<file path="config.mk">
export PLATFORM = sky130hd
export DESIGN_NAME = sha256_round_sequencer
export DESIGN_NICKNAME = d
export VERILOG_FILES = /design/src/rtl/sha256_pkg.sv /design/src/rtl/sha256_round_sequencer.sv
export SDC_FILE = /design/constraint.sdc
export NUM_CORES = 1
export LEC_CHECK = 0
export CAP_MARGIN = 20
export CORE_ASPECT_RATIO = 0.75
export CORE_MARGIN = 10
export CORE_UTILIZATION = 45
export CTS_CLUSTER_DIAMETER = 30
export DETAILED_ROUTE_END_ITERATION = 10
export GPL_ROUTABILITY_DRIVEN = 0
export PLACE_DENSITY = 0.85
export SYNTH_ARGS = -nofsm -noshare
export SYNTH_HDL_FRONTEND = slang
export SYNTH_SLANG_ARGS = --single-unit
</file>
<file path="constraint.sdc">
create_clock -name clk -period 6.4 [get_ports clk]
set_input_delay 0.96 -clock clk [delete_from_list [all_inputs] [get_ports clk]]
set_output_delay 0.96 -clock clk [all_outputs]
set_load 0.01 [all_outputs]
</file>
<file path="src/rtl/sha256_pkg.sv">
// rtl/sha256_pkg.sv - shared SHA-256 sequencing types and constants
package sha256_pkg;

    // Compression rounds per 512-bit block
    localparam int SHA256_ROUNDS = 64;

    // Rounds whose W word comes straight from the message block
    localparam int MSG_ROUNDS = 16;

    // Width of a SHA-256 word and of each K constant
    localparam int SHA256_WORD_W = 32;

    typedef enum logic [1:0] {
        ST_IDLE     = 2'd0,
        ST_PREFETCH = 2'd1,
        ST_ROUND    = 2'd2,
        ST_FINAL    = 2'd3
    } seq_state_t;

endpackage

</file>
<file path="src/rtl/sha256_round_sequencer.sv">
// rtl/sha256_round_sequencer.sv - round sequencer feeding K constants to the SHA-256 core
module sha256_round_sequencer
    import sha256_pkg::*;
#(
    parameter int ROUNDS = SHA256_ROUNDS,
    parameter int WORD_W = SHA256_WORD_W
)(
    input  logic                      clk,
    input  logic                      rst_n,
    input  logic                      start,
    input  logic                      abort,
    input  logic                      core_ready,
    input  logic [WORD_W-1:0]         rom_data,
    output logic [$clog2(ROUNDS)-1:0] rom_addr,
    output logic [WORD_W-1:0]         k_out,
    output logic                      k_valid,
    output logic [$clog2(ROUNDS)-1:0] round_idx,
    output logic                      w_from_msg,
    output logic                      init_hash,
    output logic                      final_add,
    output logic                      busy,
    output logic                      done
);

    localparam int                IDX_W    = $clog2(ROUNDS);
    localparam logic [IDX_W-1:0] LAST_IDX = IDX_W'(ROUNDS - 1);
    localparam logic [IDX_W-1:0] MSG_IDX  = IDX_W'(MSG_ROUNDS);

    seq_state_t state;
    seq_state_t state_nxt;

    logic handshake;
    logic last_round;

    // A round is consumed when it is presented and the core takes it
    assign handshake  = k_valid & core_ready;
    assign last_round = (round_idx == LAST_IDX);

    // State register
    always_ff @(posedge clk or negedge rst_n) begin
        if (!rst_n) begin
            state <= ST_IDLE;
        end else begin
            state <= state_nxt;
        end
    end

    // Next-state decode; abort wins over every other condition
    always_comb begin
        state_nxt = state;
        if (abort) begin
            state_nxt = ST_IDLE;
        end else begin
            case (state)
                ST_IDLE:     if (start) state_nxt = ST_PREFETCH;
                ST_PREFETCH: state_nxt = ST_ROUND;
                ST_ROUND:    if (handshake && last_round) state_nxt = ST_FINAL;
                ST_FINAL:    state_nxt = ST_IDLE;
                default:     state_nxt = ST_IDLE;
            endcase
        end
    end

    // Round counter and K register: load K0 leaving PREFETCH, then advance on each handshake
    always_ff @(posedge clk or negedge rst_n) begin
        if (!rst_n) begin
            k_out     <= '0;
            round_idx <= '0;
            k_valid   <= 1'b0;
        end else if (abort) begin
            k_valid <= 1'b0;
        end else begin
            case (state)
                ST_PREFETCH: begin
                    k_out     <= rom_data;
                    round_idx <= '0;
                    k_valid   <= 1'b1;
                end
                ST_ROUND: begin
                    if (handshake) begin
                        if (last_round) begin
                            k_valid <= 1'b0;
                        end else begin
                            round_idx <= round_idx + IDX_W'(1);
                            k_out     <= rom_data;
                        end
                    end
                end
                default: begin
                    k_valid <= 1'b0;
                end
            endcase
        end
    end

    // ROM address points one round ahead so the next K is ready at the handshake edge
    always_comb begin
        rom_addr = '0;
        if (state == ST_ROUND && !last_round) begin
            rom_addr = round_idx + IDX_W'(1);
        end
    end

    assign busy       = (state != ST_IDLE);
    assign init_hash  = (state == ST_PREFETCH);
    assign final_add  = (state == ST_FINAL);
    assign done       = (state == ST_FINAL);
    assign w_from_msg = (round_idx < MSG_IDX);

endmodule

</file>
==> results of run 1 <==
==> cell usage after synthesis (all sizes together) <==
master and number:
o2bb2ai 1, nor3 3, and3 5, inv 7, nand3 1, mux2 34, a2111oi 1, o21ai 2
a311oi 2, nand2b 1, buf 6, a211o 1, a31oi 1, nor2b 2, a31o 2, xnor2 3
ha 6, nor2 7, nand4 1, or3 1, mux2i 1, o221ai 1, a21oi 5, dfrtp 41
o31a 1, nand2 4, nor3b 2, and4b 1
==> where the power goes <==
part | internal [mW] | switching, mW
clock | 0.0855 | 0.0797
sequential | 0.375 | 0.0795
combinational | 0.416 | 0.229
total | 0.877 | 0.389
==> flip-flops by register name, summed over array words and instances, names as in the netlist <==
register and flops:
state 2, k_out 32, round_idx 6, k_valid 1
==> worst max-delay path, stage by stage (launching register included) <==
cell	delay, ns
dfrtp_1	0.46
ha_1	0.26
and3_4	0.20
and3_4	0.22
nand2b_1	0.19
a21oi_1	0.16
clkdlybuf4s50_1	0.58
==> final timing paths <==
check | to | slack [ns] | depth (start not counted)
setup reg to reg | k_out[18]$_DFFE_PN0P_ | 3.35 | 7
hold reg to reg | k_out[16]$_DFFE_PN0P_ | 0.51 | 1
hold / removal | k_out[16]$_DFFE_PN0P_ | 0.51 | 1
setup / recovery | rom_addr[5] | 3.09 | 6
max in group asynchronous | k_out[6]$_DFFE_PN0P_ | 5.06 | 1
min in group asynchronous | k_out[9]$_DFFE_PN0P_ | 0.79 | 1
==> per-layer routing <==
layer / GRT usage / part of all wire / vias up
met4: 0.02609 / 0.0033 / 0
met1: 0.1494 / 0.43 / 668
met3: 0.06999 / 0.10 / 2
li1: - / - / 679
met2: 0.1940 / 0.46 / 62
met5: 0 / 0 / -
==> cell type report <==
cell class	instances	area share
clock buffer	7	0.02905
sequential	41	0.3453
timing repair buffer	87	0.2905
inverter	7	0.008842
multi-input combinational	89	0.3023
tap	57	0.02400
==> layout by cell type, fill, tap and decap left out, drive strengths merged, types with 3 or more instances in the layout <==
| cell type | synthesis | routed |
|---|---|---|
| ha | 6 | 6 |
| clkdlybuf4s50 | 0 | 85 |
| nand2 | 4 | 4 |
| a21oi | 5 | 5 |
| mux2 | 34 | 34 |
| clkbuf | 0 | 7 |
| and3 | 5 | 5 |
| inv | 7 | 7 |
| xnor2 | 3 | 3 |
| dfrtp | 41 | 41 |
| nor2 | 7 | 7 |
| nor3 | 3 | 3 |
==> stage by stage <==
| stage | cell area, um^2 | setup slack (ns) |
|---|---|---|
| 2_1_floorplan | 2022 | 3.893 |
| 3_3_place_gp | 2885 | 2.975 |
| 3_5_place_dp | 2885 | 2.930 |
| 4_1_cts | 2972 | 3.057 |
| 5_1_grt | 2972 | 2.965 |
| 6_report | 2972 | 3.086 |
==> logic make-up after synthesis <==
kind of cell             Yosys count
multiplexers                      35
AO/OA/AOI/OAI                     17
XOR/XNOR                           3
adder cells (fa/ha/maj)            6
flip-flops                        41
buffers and inverters             13
AND/OR/NAND/NOR                   28
==> results.py, run 1 <==
metrics = {
    "floorplanning": {
        "dieArea_um2": 7602,
        "initial_utilization": 0.4580,
        "die_w_um": 97.40,
        "core-area_um2": 4414,
        "die_y_um": 78.05,
        "io_pins": 87,
        "row_count": 21,
    },
    "job": {
        "cap_violations": 0,
    },
    "cts": {
        "hold_buffers": 0,
        "htree_levels": 2,
        "clk_latency_ns": 0.28,
        "cts-resized-gates": 0,
        "cts_made_buffers": 5,
        "cts_tree": "yes",
        "clock_path_buffers": 2,
        "post-cts-setup-buffers": 0,
        "cts.sinks": 41,
        "path_clk_slew_ns": 0.07,
        "root_buffer": "clkbuf_8",
    },
    "grt": {
        "overflow": 0,
        "grt_max_degree": 42,
        "track_usage": 0.1250,
        "grt_pass1_vias": 1514,
        "grt_antenna_before_repair": 0,
        "grt_pass1_wl_um": 7859,
    },
    "sta": {
        "whs_ns": 0.5125,
        "setup_violations": 0,
        "timing.fmax_ghz": 0.3018,
        "min_period_over_period": 0.5178,
        "setup_tns_ns": 0,
        "hold_violations": 0,
        "min_period_ns": 3.314,
        "tightestPinTransition_ns": 0.8758,
        "grt_setup_unrepaired": "false",
        "finClkSkew_ns": 0.005699,
        "slew_headroom": 0.4162,
        "slew_viol_final": 0,
    },
    "synthesis": {
        "synth_area_leaders": "dfrtp_1 (51%), mux2_4 (22%), ha_1 (3.7%), mux2_2 (2.8%), buf_8 (2.2%)",
        "synth.distinct_cells": 34,
        "yosys_warnings": 0,
        "synth-simple-area-share": 0.08106,
        "syn_avg_cell_area_um2": 14.14,
        "syn_area_um2": 2022,
        "synth_top_family_by_area": "multiplexers",
        "synthCells": 143,
        "synth_largest_area_cell": "dfrtp_1",
        "yosys.area.top_type_share": 0.5074,
        "synth_compound_area_frac": 0.06498,
        "yosysSeqAreaShare": 0.5074,
        "synth_seq_cells": 41,
        "synth_xor_area_frac": 0.01300,
        "synthMuxAreaShare": 0.2481,
        "synth_fa_ha_area_frac": 0.03713,
        "syn-num-nets": 186,
    },
    "drt": {
        "drc": 0,
        "drt_wl_total_um": 4910,
        "wl_per_cell_um": 17.05,
        "ant_nets": 0,
        "firstDrtPassIters": 4,
        "via_per_inst": 4.899,
        "first_iter_violations": 47,
        "vias": 1411,
    },
    "outcome": {
        "status": "complete, no violations",
    },
    "placement": {
        "dp.final_hpwl_um": 3847,
        "numPortBuffers": 86,
        "dp.cells": 281,
    },
    "setup_path": {
        "start_kind": "register",
        "cp-startpoint": "round_idx[0]$_DFFE_PN0P_",
        "critPathRequiredTime_ns": 5.44,
        "crit_arrival_ns": 2.35,
        "crit_path_end_kind": "primary output",
        "setup.worst_path.class": "reg2out",
        "cp_max_fo": 10,
        "rr_startpoint": "state[0]$_DFFE_PN0P_",
    },
    "layout": {
        "layout.nets": 274,
        "multiInputGateArea_um2": 898.4,
        "final_core_util": 0.6732,
        "layout.cells.non_filler": 288,
        "drive_above_1_share": 0.2078,
        "syn_to_final_growth_pct": 46.97,
        "n_fill_cell": 348,
        "diodes": 0,
        "layout.area.seq_um2": 1026,
    },
    "power_and_ir_drop": {
        "p_total_mw": 1.266,
        "leakage_nw": 1.270,
        "p_per_area_nw_per_um2": 425.9,
        "peakVddDrop_uv": 225.3,
    },
    "min_path": {
        "hold_class": "reg2reg",
        "hp-start": "k_out[16]$_DFFE_PN0P_",
    },
}
Power figures use the tool's default switching activity.
==> inputs of run 2 (changes only) <==
CORE_UTILIZATION = 38   (was 45)
PLACE_DENSITY = 0.76   (was 0.85)
clock period = 2.9 ns   (was 6.4 ns; I/O delays follow)
==> results.py, run 2 (same netlist as run 1, synthesis figures left out) <==
metrics = {
    "outcome": {
        "status": "complete, no violations",
    },
    "grt": {
        "grt_antenna_before_repair": 0,
        "overflow": 0,
        "grt_pass1_vias": 1580,
        "grt_pass1_wl_um": 8452,
        "grt_max_degree": 42,
        "track_usage": 0.1181,
    },
    "setup_path": {
        "critPathRequiredTime_ns": 2.47,
        "cp_max_fo": 10,
        "crit_chain": "ha_1, and3_4, and3_4, nand2b_1, nor2_1, clkdlybuf4s50_1",
        "cp_top_family": "simple AND/OR/NAND/NOR gates",
        "rr_startpoint": "state[0]$_DFFE_PN0P_",
        "setup.worst_path.class": "reg2out",
        "slowest_delay_ns": 0.56,
        "crit_buf_inv": 1,
        "critPathSlowestCell": "clkdlybuf4s50_1",
        "crit_path_end_kind": "primary output",
        "cp-startpoint": "round_idx[0]$_DFFE_PN0P_",
        "worst_path_most_repeated_cell": "and3_4",
        "start_kind": "register",
        "crit_arrival_ns": 2.28,
    },
    "floorplanning": {
        "dieArea_um2": 8669,
        "die_w_um": 104.2,
        "initial_utilization": 0.4036,
        "io_pins": 87,
        "row_count": 22,
        "core-area_um2": 5010,
        "die_y_um": 83.17,
    },
    "cts": {
        "cts_made_buffers": 5,
        "htree_levels": 2,
        "clk_latency_ns": 0.28,
        "cts.sinks": 41,
        "path_clk_slew_ns": 0.07,
        "clock_path_buffers": 2,
        "cts_tree": "yes",
        "hold_buffers": 0,
        "root_buffer": "clkbuf_8",
    },
    "placement": {
        "dp.final_hpwl_um": 3822,
        "dp.cells": 296,
        "numPortBuffers": 86,
        "pre_cts_ws_ns": 0.4684,
    },
    "drt": {
        "firstDrtPassIters": 4,
        "wl_per_cell_um": 16.65,
        "via_per_inst": 4.703,
        "drt_wl_total_um": 5046,
        "vias": 1425,
        "drc": 0,
        "met1_length_um": 2350,
        "ant_nets": 0,
        "top_layer_used": "met4",
        "first_iter_violations": 58,
        "route.met3.wl_um": 643,
        "met2WireLength_um": 2005,
    },
    "min_path": {
        "hold_class": "in2async",
    },
    "power_and_ir_drop": {
        "p_per_area_nw_per_um2": 936.0,
        "peakVddDrop_uv": 499.3,
        "leakage_nw": 1.271,
    },
    "sta": {
        "grt_setup_unrepaired": "false",
        "slew_headroom": 0.3882,
        "hold_violations": 0,
        "setup_tns_ns": 0,
        "whs_ns": 0.2813,
        "timing.fmax_ghz": 0.3680,
        "finClkSkew_ns": 0.004976,
        "final.setup.worst_slack_ns": 0.1825,
        "tightestPinTransition_ns": 0.9177,
        "slew_viol_final": 0,
        "min_period_ns": 2.718,
        "min_period_over_period": 0.9371,
        "setup_violations": 0,
    },
    "layout": {
        "n_fill_cell": 420,
        "layout.cells.non_filler": 303,
        "drive_above_1_share": 0.2121,
        "largest_reg_flops": 32,
        "layout.nets": 274,
        "syn_to_final_growth_pct": 48.64,
        "final_common_cell": "clkdlybuf4s50_1",
        "reg_top3": "k_out: 32 flops, round_idx: 6 flops, state: 2 flops",
        "final_core_util": 0.5999,
        "diodes": 0,
        "final_cell_mix": "clkdlybuf4s50_1 (85), dfrtp_1 (41), mux2_4 (29), nor2_1 (7), inv_1 (7)",
        "regMostFlops": "k_out",
    },
    "job": {
        "cap_violations": 0,
    },
}
==> run 2: changes by cell type in the layout (fill, tap and decap cells not counted) <==
| cell | delta |
|---|---|
| buf_12 | +1 |
| buf_4 | -1 |
| ha_1 | -1 |
| ha_2 | +1 |
==> run 2: through the flow <==
step	total power [mW]	area [um^2]
floorplan	1.743	2022
finish	2.813	3005
CTS	2.856	3003
global placement	2.446	2917
global route	2.991	3005
detailed placement	2.462	2917
==> run 2: worst paths after layout <==
check / end / cells past startpoint / slack (ns)
max reg2reg: k_out[18]$_DFFE_PN0P_ / 7 / 0.57
min in group clk: k_out[17]$_DFFE_PN0P_ / 1 / 0.51
max: rom_addr[3] / 6 / 0.18
min: k_out[20]$_DFFE_PN0P_ / 1 / 0.28
min reg2reg: k_out[17]$_DFFE_PN0P_ / 1 / 0.51
max in group asynchronous: k_out[31]$_DFFE_PN0P_ / 1 / 2.04
==> run 2: where the power goes <==
group	leakage (nW)	switching [mW]	internal, mW
Combinational	0.726	0.515	0.930
Clock	0.0443	0.179	0.189
Sequential	0.501	0.172	0.828
Total	1.27	0.866	1.95
==> run 2: timing repair <==
action / 4_1_cts / 5_1_grt
endpoints found under the setup margin: 0 / 1
setup buffers: 0 / 0
resized for setup: 0 / 1
endpoints found under the hold margin: 0 / 0
==> run 2: metal layers <==
metal,track usage,vias up
met5,0,-
met4,0.03755,0
met3,0.07485,5
met2,0.1604,63
met1,0.1484,673
li1,-,684
==> run 2: cell type report <==
type | instances | area [um^2] | area share
sequential | 41 | 1026 | 0.3414
multi-input combinational | 89 | 900.9 | 0.2998
timing repair buffer | 87 | 875.8 | 0.2914
tap | 72 | 90.09 | 0.02998
clock buffer | 7 | 86.33 | 0.02873
inverter | 7 | 26.28 | 0.008743
==> run 2: worst reg2reg max path, stage by stage, from the launching register on <==
cell	delay (ns)
dfrtp_1	0.41
inv_1	0.14
ha_2	0.35
nor2b_1	0.25
a31oi_1	0.22
a21oi_4	0.19
buf_12	0.26
mux2_2	0.40
==> inputs of run 3 (changes only) <==
CAP_MARGIN = 10   (was 20)
CORE_ASPECT_RATIO = not set   (was 0.75)
==> results.py, run 3 (same netlist as run 1, synthesis figures left out) <==
metrics = {
    "power_and_ir_drop": {
        "comb_power_share": 0.493,
        "clkPwrFrac": 0.163,
        "power.net_switching_mw": 0.8815,
        "swShare": 0.3025,
        "leakage_nw": 1.306,
        "p_per_area_nw_per_um2": 961.9,
        "p_int_mw": 2.032,
        "peakVddDrop_uv": 471.7,
        "power_frac_seq": 0.343,
    },
    "placement": {
        "placed_cell_area_um2": 2909,
        "dp.cells": 295,
        "dp.final_hpwl_um": 3776,
        "numPortBuffers": 86,
        "pre_cts_ws_ns": 0.3591,
    },
    "layout": {
        "largest_reg_flops": 32,
        "final_common_cell": "clkdlybuf4s50_1",
        "layout.cells.non_filler": 303,
        "drive_above_1_share": 0.2189,
        "regMostFlops": "k_out",
        "final_cell_area_um2": 3029,
        "reg_top3": "k_out: 32 flops, round_idx: 6 flops, state: 2 flops",
        "final_cell_mix": "clkdlybuf4s50_1 (84), dfrtp_1 (40), mux2_4 (29), nor2_1 (7), inv_1 (7)",
        "diodes": 0,
        "layout.nets": 275,
        "syn_to_final_growth_pct": 49.81,
    },
    "cts": {
        "cts_made_buffers": 5,
        "root_buffer": "clkbuf_8",
        "htree_levels": 2,
        "cts.sinks": 41,
        "cts_tree": "yes",
        "path_clk_slew_ns": 0.08,
        "clk_latency_ns": 0.29,
        "clock_path_buffers": 2,
    },
    "setup_path": {
        "crit_path_end_kind": "primary output",
        "setup.worst_path.class": "reg2out",
        "cp_max_fo": 10,
        "start_kind": "register",
        "crit_arrival_ns": 2.31,
        "worst_path_most_repeated_cell": "and3_4",
        "critPathRequiredTime_ns": 2.47,
        "reg2regPathDepth": 7,
        "crit_chain": "ha_1, and3_4, and3_4, nand2b_1, nor2_1, clkdlybuf4s50_1",
        "path_depth": 6,
        "slowest_delay_ns": 0.55,
        "crit_buf_inv": 1,
        "critPathSlowestCell": "clkdlybuf4s50_1",
        "cp_top_family": "simple AND/OR/NAND/NOR gates",
    },
    "sta": {
        "min_period_ns": 2.741,
        "timing.fmax_ghz": 0.3648,
        "grt_setup_unrepaired": "false",
        "slew_viol_final": 0,
        "setup_violations": 0,
        "setup_tns_ns": 0,
        "finClkSkew_ns": 0.007281,
        "final.setup.worst_slack_ns": 0.1590,
        "slew_headroom": 0.4111,
        "min_period_over_period": 0.9452,
        "hold_violations": 0,
        "tightestPinTransition_ns": 0.8834,
    },
    "drt": {
        "wl_per_cell_um": 16.64,
        "ant_nets": 0,
        "firstDrtPassIters": 4,
        "vias": 1449,
        "drt_wl_total_um": 5043,
        "via_per_inst": 4.782,
        "first_iter_violations": 51,
        "drc": 0,
    },
    "grt": {
        "grt_max_degree": 42,
        "grt_pass1_wl_um": 8286,
        "track_usage": 0.1191,
        "grt_antenna_before_repair": 0,
        "grt_pass1_vias": 1605,
        "overflow": 0,
    },
    "floorplanning": {
        "die_y_um": 92.95,
        "core-area_um2": 5140,
        "initial_utilization": 0.3934,
        "dieArea_um2": 8639,
        "io_pins": 87,
        "row_count": 26,
        "die_w_um": 92.95,
    },
    "job": {
        "cap_violations": 0,
    },
    "min_path": {
        "hold_class": "in2async",
    },
    "outcome": {
        "status": "complete, no violations",
    },
}
-- run 3: cell count changes in the layout (fill, tap and decap cells not counted) --
| cell | change |
|---|---|
| dlymetal6s2s_1 | +1 |
| ha_2 | -1 |
| dfrtp_1 | -1 |
| bufinv_16 | +1 |
| ha_1 | +1 |
| clkdlybuf4s50_1 | -1 |
| buf_4 | +2 |
| buf_12 | -1 |
| dfrtp_2 | +1 |
-- run 3: worst paths after layout --
kind | start | endpoint | slack, ns
setup / recovery | round_idx[0]$_DFFE_PN0P_ | rom_addr[3] | 0.16
hold / removal | rst_n | k_out[21]$_DFFE_PN0P_ | 0.26
setup reg to reg | state[0]$_DFFE_PN0P_ | k_out[17]$_DFFE_PN0P_ | 0.33
hold reg to reg | k_out[1]$_DFFE_PN0P_ | k_out[1]$_DFFE_PN0P_ | 0.51
max in group asynchronous | rst_n | round_idx[0]$_DFFE_PN0P_ | 2.03
min in group clk | k_out[1]$_DFFE_PN0P_ | k_out[1]$_DFFE_PN0P_ | 0.51
-- run 3: routing by layer --
layer / wire (um) / vias to the layer above / GRT usage
met4: 51 / 0 / 0.03470
met5: 0 / - / 0
li1: - / 681 / -
met2: 2275 / 61 / 0.1805
met3: 545 / 7 / 0.06134
met1: 2170 / 700 / 0.1442
-- run 3: cell type report --
type / count / area [um^2]
fillers: 440 / 2111
clock buffers: 7 / 86.33
inverters: 7 / 26.28
well taps: 70 / 87.58
repair buffers: 88 / 873.3
clock inverters: 1 / 30.03
flip-flops and latches: 41 / 1027
multi-input cells: 89 / 898.4
-- run 3: power groups by stage --
stage          combinational (mW)  sequential (mW)  clock, mW
2_1_floorplan               0.644             1.10          0
3_3_place_gp                 1.44            0.993          0
3_5_place_dp                 1.46            0.999          0
4_1_cts                      1.47            0.998      0.493
5_1_grt                      1.55             1.04      0.517
6_report                     1.44             1.00      0.476
-- run 3: per-stage QoR --
stage | power, mW | utilization | hold slack, ns
after floorplan | 1.743 | - | 0.1394
after global placement | 2.431 | 0.5660 | 0.4898
after detailed placement | 2.460 | 0.5660 | 0.4912
after CTS | 2.958 | 0.5886 | 0.3052
after global routing | 3.103 | 0.5893 | 0.3478
final | 2.914 | 0.5893 | 0.2645
-- run 3: timing repair --
item,CTS,global route
buffers inserted,0,0
gates resized for setup,0,2
hold buffers,0,0
endpoints found under the setup margin,0,1
